### src/rtl/bcd_pkg.sv
// Shared constants, state encoding and width helper for the BCD-to-binary converter.
// Imported by bcd_digit_correct and bcd_to_bin.
package bcd_pkg;

    localparam int DIGIT_W = 4;
    localparam int BCD_MAX = 9;
    localparam int CORR    = 3;

    typedef enum logic [1:0] {
        IDLE,
        CONV,
        DONE
    } state_t;

    // ceil(log2(10^digits)): bits needed to hold 10^digits-1
    function automatic int bin_width(input int digits);
        longint p;
        int     w;
        p = 1;
        for (int i = 0; i < digits; i++) begin
            p = p * 10;
        end
        p = p - 1;
        w = 0;
        while (p > 0) begin
            w = w + 1;
            p = p >> 1;
        end
        return w;
    endfunction

endpackage

### src/rtl/bcd_digit_correct.sv
// Per-digit correction cell for reverse double-dabble: digit >= 8 gets -3.
// Ports: i_digit (4-bit field after shift), o_digit (corrected field).
module bcd_digit_correct
    import bcd_pkg::*;
(
    input  logic [DIGIT_W-1:0] i_digit,
    output logic [DIGIT_W-1:0] o_digit
);

    localparam logic [DIGIT_W-1:0] W_CORR = DIGIT_W'(CORR);

    // >= 8 is exactly the digit MSB being set
    assign o_digit = i_digit[DIGIT_W-1] ? (i_digit - W_CORR) : i_digit;

endmodule

### src/rtl/bcd_to_bin.sv
// Sequential packed-BCD to binary converter (reverse double-dabble, 1 bit/cycle).
// Ports: i_clk, i_rst_n (sync, active low), i_in_valid/o_in_ready/i_bcd_in input
//   handshake; o_out_valid/i_out_ready/o_bin_out/o_ovf/o_bad_digit result; o_busy.
// Optional macro BCD_TO_BIN_SAT_EN: saturate o_bin_out to all ones on overflow.
module bcd_to_bin
    import bcd_pkg::*;
#(
    parameter int DIGITS = 5,
    parameter int OUT_W  = 16
) (
    input  logic                  i_clk,
    input  logic                  i_rst_n,
    input  logic                  i_in_valid,
    output logic                  o_in_ready,
    input  logic [4*DIGITS-1:0]   i_bcd_in,
    output logic                  o_out_valid,
    input  logic                  i_out_ready,
    output logic [OUT_W-1:0]      o_bin_out,
    output logic                  o_ovf,
    output logic                  o_bad_digit,
    output logic                  o_busy
);

    localparam int ITER  = bin_width(DIGITS);
    localparam int BCD_W = DIGIT_W * DIGITS;
    localparam int SR_W  = BCD_W + ITER;
    localparam int CNT_W = $clog2(ITER + 1);

    localparam logic [DIGIT_W-1:0] W_MAX  = DIGIT_W'(BCD_MAX);
    localparam logic [CNT_W-1:0]   W_LAST = CNT_W'(ITER - 1);

    state_t                r_state;
    logic [SR_W-1:0]       r_sr;
    logic [CNT_W-1:0]      r_cnt;
    logic [OUT_W-1:0]      r_bin;
    logic                  r_ovf;
    logic                  r_bad;
    logic                  r_out_valid;
    logic                  r_busy;
    logic                  r_in_ready;

    logic [SR_W-1:0]       w_shift;
    logic [SR_W-1:0]       w_sr_next;
    logic [ITER-1:0]       w_result;
    logic [OUT_W-1:0]      w_wrap;
    logic [OUT_W-1:0]      w_bin;
    logic                  w_ovf;
    logic [DIGITS-1:0]     w_bad;

    assign w_shift             = r_sr >> 1;
    assign w_sr_next[ITER-1:0] = w_shift[ITER-1:0];

    genvar d;
    generate
        for (d = 0; d < DIGITS; d++) begin : g_dig
            bcd_digit_correct u_corr (
                .i_digit (w_shift[ITER+d*DIGIT_W +: DIGIT_W]),
                .o_digit (w_sr_next[ITER+d*DIGIT_W +: DIGIT_W])
            );
            assign w_bad[d] = i_bcd_in[d*DIGIT_W +: DIGIT_W] > W_MAX;
        end
    endgenerate

    // Result is taken from the final iteration's next-state value
    assign w_result = w_sr_next[ITER-1:0];

    generate
        if (ITER > OUT_W) begin : g_ovf
            assign w_ovf  = |w_result[ITER-1:OUT_W];
            assign w_wrap = w_result[OUT_W-1:0];
        end else begin : g_no_ovf
            assign w_ovf  = 1'b0;
            assign w_wrap = OUT_W'(w_result);
        end
    endgenerate

`ifdef BCD_TO_BIN_SAT_EN
    assign w_bin = w_ovf ? {OUT_W{1'b1}} : w_wrap;
`else
    assign w_bin = w_wrap;
`endif

    always_ff @(posedge i_clk) begin
        if (!i_rst_n) begin
            r_state     <= IDLE;
            r_sr        <= '0;
            r_cnt       <= '0;
            r_bin       <= '0;
            r_ovf       <= 1'b0;
            r_bad       <= 1'b0;
            r_out_valid <= 1'b0;
            r_busy      <= 1'b0;
            r_in_ready  <= 1'b1;
        end else begin
            unique case (r_state)
                IDLE: begin
                    if (i_in_valid && r_in_ready) begin
                        r_in_ready <= 1'b0;
                        r_busy     <= 1'b1;
                        if (|w_bad) begin
                            r_bad       <= 1'b1;
                            r_bin       <= '0;
                            r_ovf       <= 1'b0;
                            r_out_valid <= 1'b1;
                            r_state     <= DONE;
                        end else begin
                            r_sr    <= {i_bcd_in, {ITER{1'b0}}};
                            r_cnt   <= '0;
                            r_bad   <= 1'b0;
                            r_state <= CONV;
                        end
                    end
                end
                CONV: begin
                    r_sr  <= w_sr_next;
                    r_cnt <= r_cnt + 1'b1;
                    if (r_cnt == W_LAST) begin
                        r_bin       <= w_bin;
                        r_ovf       <= w_ovf;
                        r_out_valid <= 1'b1;
                        r_state     <= DONE;
                    end
                end
                DONE: begin
                    if (i_out_ready) begin
                        r_out_valid <= 1'b0;
                        r_busy      <= 1'b0;
                        r_in_ready  <= 1'b1;
                        r_state     <= IDLE;
                    end
                end
                default: r_state <= IDLE;
            endcase
        end
    end

    assign o_in_ready  = r_in_ready;
    assign o_out_valid = r_out_valid;
    assign o_bin_out   = r_bin;
    assign o_ovf       = r_ovf;
    assign o_bad_digit = r_bad;
    assign o_busy      = r_busy;

endmodule

### config.mk
export PLATFORM = sky130hd
export DESIGN_NAME = bcd_to_bin
export DESIGN_NICKNAME = d
export VERILOG_FILES = /design/src/rtl/bcd_pkg.sv /design/src/rtl/bcd_digit_correct.sv /design/src/rtl/bcd_to_bin.sv
export SDC_FILE = /design/constraint.sdc
export NUM_CORES = 1
export LEC_CHECK = 0
export CAP_MARGIN = 20
export CORE_MARGIN = 4
export CORE_UTILIZATION = 25
export CTS_BUF_LIST = sky130_fd_sc_hd__clkbuf_16
export CTS_CLUSTER_SIZE = 12
export DETAILED_ROUTE_END_ITERATION = 7
export DONT_BUFFER_PORTS = 1
export PLACE_DENSITY = 0.47
export SYNTH_ARGS = -nofsm -noshare
export SYNTH_HDL_FRONTEND = slang
export SYNTH_SLANG_ARGS = --single-unit
### constraint.sdc
create_clock -name i_clk -period 2.5 [get_ports i_clk]
set_clock_uncertainty 0.1 [all_clocks]
set_input_delay 0.625 -clock i_clk [delete_from_list [all_inputs] [get_ports i_clk]]
set_output_delay 0.625 -clock i_clk [all_outputs]
set_load 0.05 [all_outputs]
==> impl_results.md <==
* Status: completed
* WS Path Type: reg2reg
* Detail Route met2 WL at 2890 um
* Mapped cell area at approximately 3000 um^2
* Final Hold Violating Endpoints at 0
* RSZ-0062 raised after global routing: no
* Slew HR at between 60% and 70%
* Initial antenna violation count at 0
* Detail Placement HPWL at 4730 um
* Share of layout cells above drive strength 1 at under 10%
* Die Y at 118 um
* Syn-to-layout area delta at 12.3%
* GRT Util Overall at around a tenth
* Final core occ at 29.2%
* Synthesized flop and latch total at 64
* CTS HTree Levels at 3
* Most common cell in the netlist: dfxtp_1
* Avg Inst Size Synth at 8.78 um^2
* Hold Buf Count CTS at 0
* Via total after detailed routing at ~2400
* DRC at 0
* Root Buffer: clkbuf_16
* Worst slew pin tran at 0.526 ns
* Mapped Nets at roughly 380
* Cells after synthesis at 346
* Later-pin clock latency in the skew report at 0.32 ns
* VDD IR max at 0.302 mV
* Setup Buffers After CTS at 0
* Most used cell, CP: buf_4
* Arrival @ worst endpoint at 2.23 ns
* Die X at 118 um
* GPL Wtd Cong at 0.748
* Buffers & Inverters on Critical Path at 3
* Vias in the first global route at around 2200
* Critical Path Source Type: flop
* Clk sinks at between 60 and 70
* Layout Nets at approximately 370
* DRT iter0 DRCs at approximately 120
* Max-Cap Viols at 0
* Die ar. at roughly 14000 um^2
* Critical path data required time at 2.65 ns
* LEAKAGE at 1.12 nW
* Max Used Layer: met4
* Switching share of power at ~29%
* Clk pwr share at 40.2%
* R2r startpoint: r_state[0]
* Yosys top cell area share at 42.2%
* I/O pin count at 45
* Post-route met1 wirelength at 3260 um
* Synth warn at 0
* Vias per cell at ~4.8
* Routed Antenna Nets at 0
* CP max-delay cell: o21a_1
* Share of flip-flops with an asynchronous set or reset at 0%
* Post-CTS sizing at 0
* Synth cell types at 37
* DR pass1 iterations at 4
* Clock slew at reported path FFs at 0.05 ns
* Max incr delay on CP at roughly 0.39 ns
* Clk buf depth at 2
* Worst Path Max Fanout at 24
* Total power after layout at between 2 and 3 mW
* Fin crit share at 82.9%
* Commonest cells post-synth: dfxtp_1 (64), nand2_1 (59), nand3_1 (37)
* Post-synth EDFFs at 0
* Yosys top cell by area: dfxtp_1
* GRT Residual Overflow at 0
* Core area at around 12000 um^2
* Largest net degree at the start of global routing at 54
* First-pass GRT wire length at between 10000 and 15000 um
* Max Slew Vio Count at 0
* Sum of negative setup slack at 0 ns
* Power Internal at 1.89 mW
* Hold Startpoint: r_sr[17]
* Comb power frac at 16.2%
* PortBufs at 0
* CTS tree: done
* Highest Clock Rate at 0.482 GHz
* Pre-CTS setup slack at between 0.3 and 0.4 ns
* Ant diodes at 0
* CP Launch Point: r_state[0]
* Seq pwr share at 43.6%
* Largest cells by area after synthesis: dfxtp_1 (42%), mux2i_1 (9.2%), nand2_1 (7.3%)
* CTS buffer count at 9
* Register area share after synthesis at 42.2%
* Starting Density at 26.0%
* Row count at 39
* Final setup viols at 0
* CP top delay family: buffers and inverters
* Hold WC Path Type: reg2reg
* Final WL at between 6000 and 7000 um
* CP endpoint kind: flop
* Routed wl met3 at roughly 610 um
* Most common flop cell mapped by yosys: dfxtp_1
* Worst-path cell chain: inv_1 > ha_1 > buf_4 > nand2b_2 > o21a_1 > buf_4 > nand2_1 > a21oi_1
* Avg WL per Cell at 14.0 um
* Hold slack at 0.353 ns
* P per Cell Area at 780 nW/um^2
* Crit path time final at 2.07 ns
* Sw Pwr at 0.769 mW
* Post-route setup slack at between 0.4 and 0.5 ns
[worst reg2reg max path: stages, from the launching register on]
cell and delay, ns:
dfxtp_1 0.31, inv_1 0.10, ha_1 0.18, buf_4 0.19, nand2b_2 0.21, o21a_1 0.39, buf_4 0.33, nand2_1 0.08
a21oi_1 0.12
[cell families (layout without fill, tap and decap cells)]
logic type      after synthesis  count (layout)  synth area share [%]
flops                        64              64                  42.2
buf+inv                      33              32                  5.36
fa+ha+maj                     9               9                  3.71
simple gates                123             123                  19.7
mux                          28              28                  9.23
xor+xnor                      8               8                  2.31
compound gates               81              81                  17.5
[cells in the final DEF, fill, tap and decap left out, types with 8 or more instances in the layout]
cell	instances
ha_1	8
o21ai_1	12
a31oi_1	8
inv_1	8
dfxtp_1	64
o21ai_0	9
buf_4	10
a21oi_1	21
xnor2_1	8
clkbuf_16	9
a211oi_1	8
mux2i_1	28
o211ai_1	12
nand3_1	37
nand2_1	59
[routing by layer]
metal,vias to the layer above,global-route usage (%)
li1,1224,-
met1,1081,12.8
met2,47,14.7
met3,9,5.83
met4,0,3.30
met5,-,0
[flip-flops by register name (all words and copies together), names as in the netlist]
register / flops
r_state: 2
o_out_valid: 1
o_busy: 1
r_cnt: 5
o_bad_digit: 1
o_ovf: 1
r_sr: 36
o_bin_out: 16
o_in_ready: 1
[per-stage QoR]
stage               instances  cell area [um^2]
detailed placement        473              3160
global route              488              3410
CTS                       488              3410
global placement          473              3160
finish                    488              3410
floorplan                 346              3040
[area by class of cell]
| cell class | count | area (um^2) |
|---|---|---|
| fillers | 1235 | 8250 |
| multi-input cells | 249 | 1600 |
| flip-flops and latches | 64 | 1280 |
| clock buffers | 9 | 225 |
| well taps | 143 | 179 |
| repair buffers | 10 | 75.1 |
| clock inverters | 6 | 28.8 |
| inverters | 7 | 26.3 |
[path summary, 6_finish.rpt]
kind              slack (ns)  cells after the start  endpoint
setup / recovery        0.43                      8  r_cnt[1]
hold / removal          0.35                      2  r_sr[17]
hold reg to reg         0.35                      2  r_sr[17]
setup reg to reg        0.43                      8  r_cnt[1]
[power groups by stage]
stage | Sequential (mW) | Clock [mW] | Combinational, mW
after global routing | 1.17 | 1.17 | 0.477
final | 1.16 | 1.07 | 0.430
after detailed placement | 1.18 | 0 | 0.436
after CTS | 1.16 | 1.11 | 0.438
after global placement | 1.18 | 0 | 0.434
after floorplan | 1.20 | 0 | 0.356
Note: power is estimated with default switching activity, not from simulation.
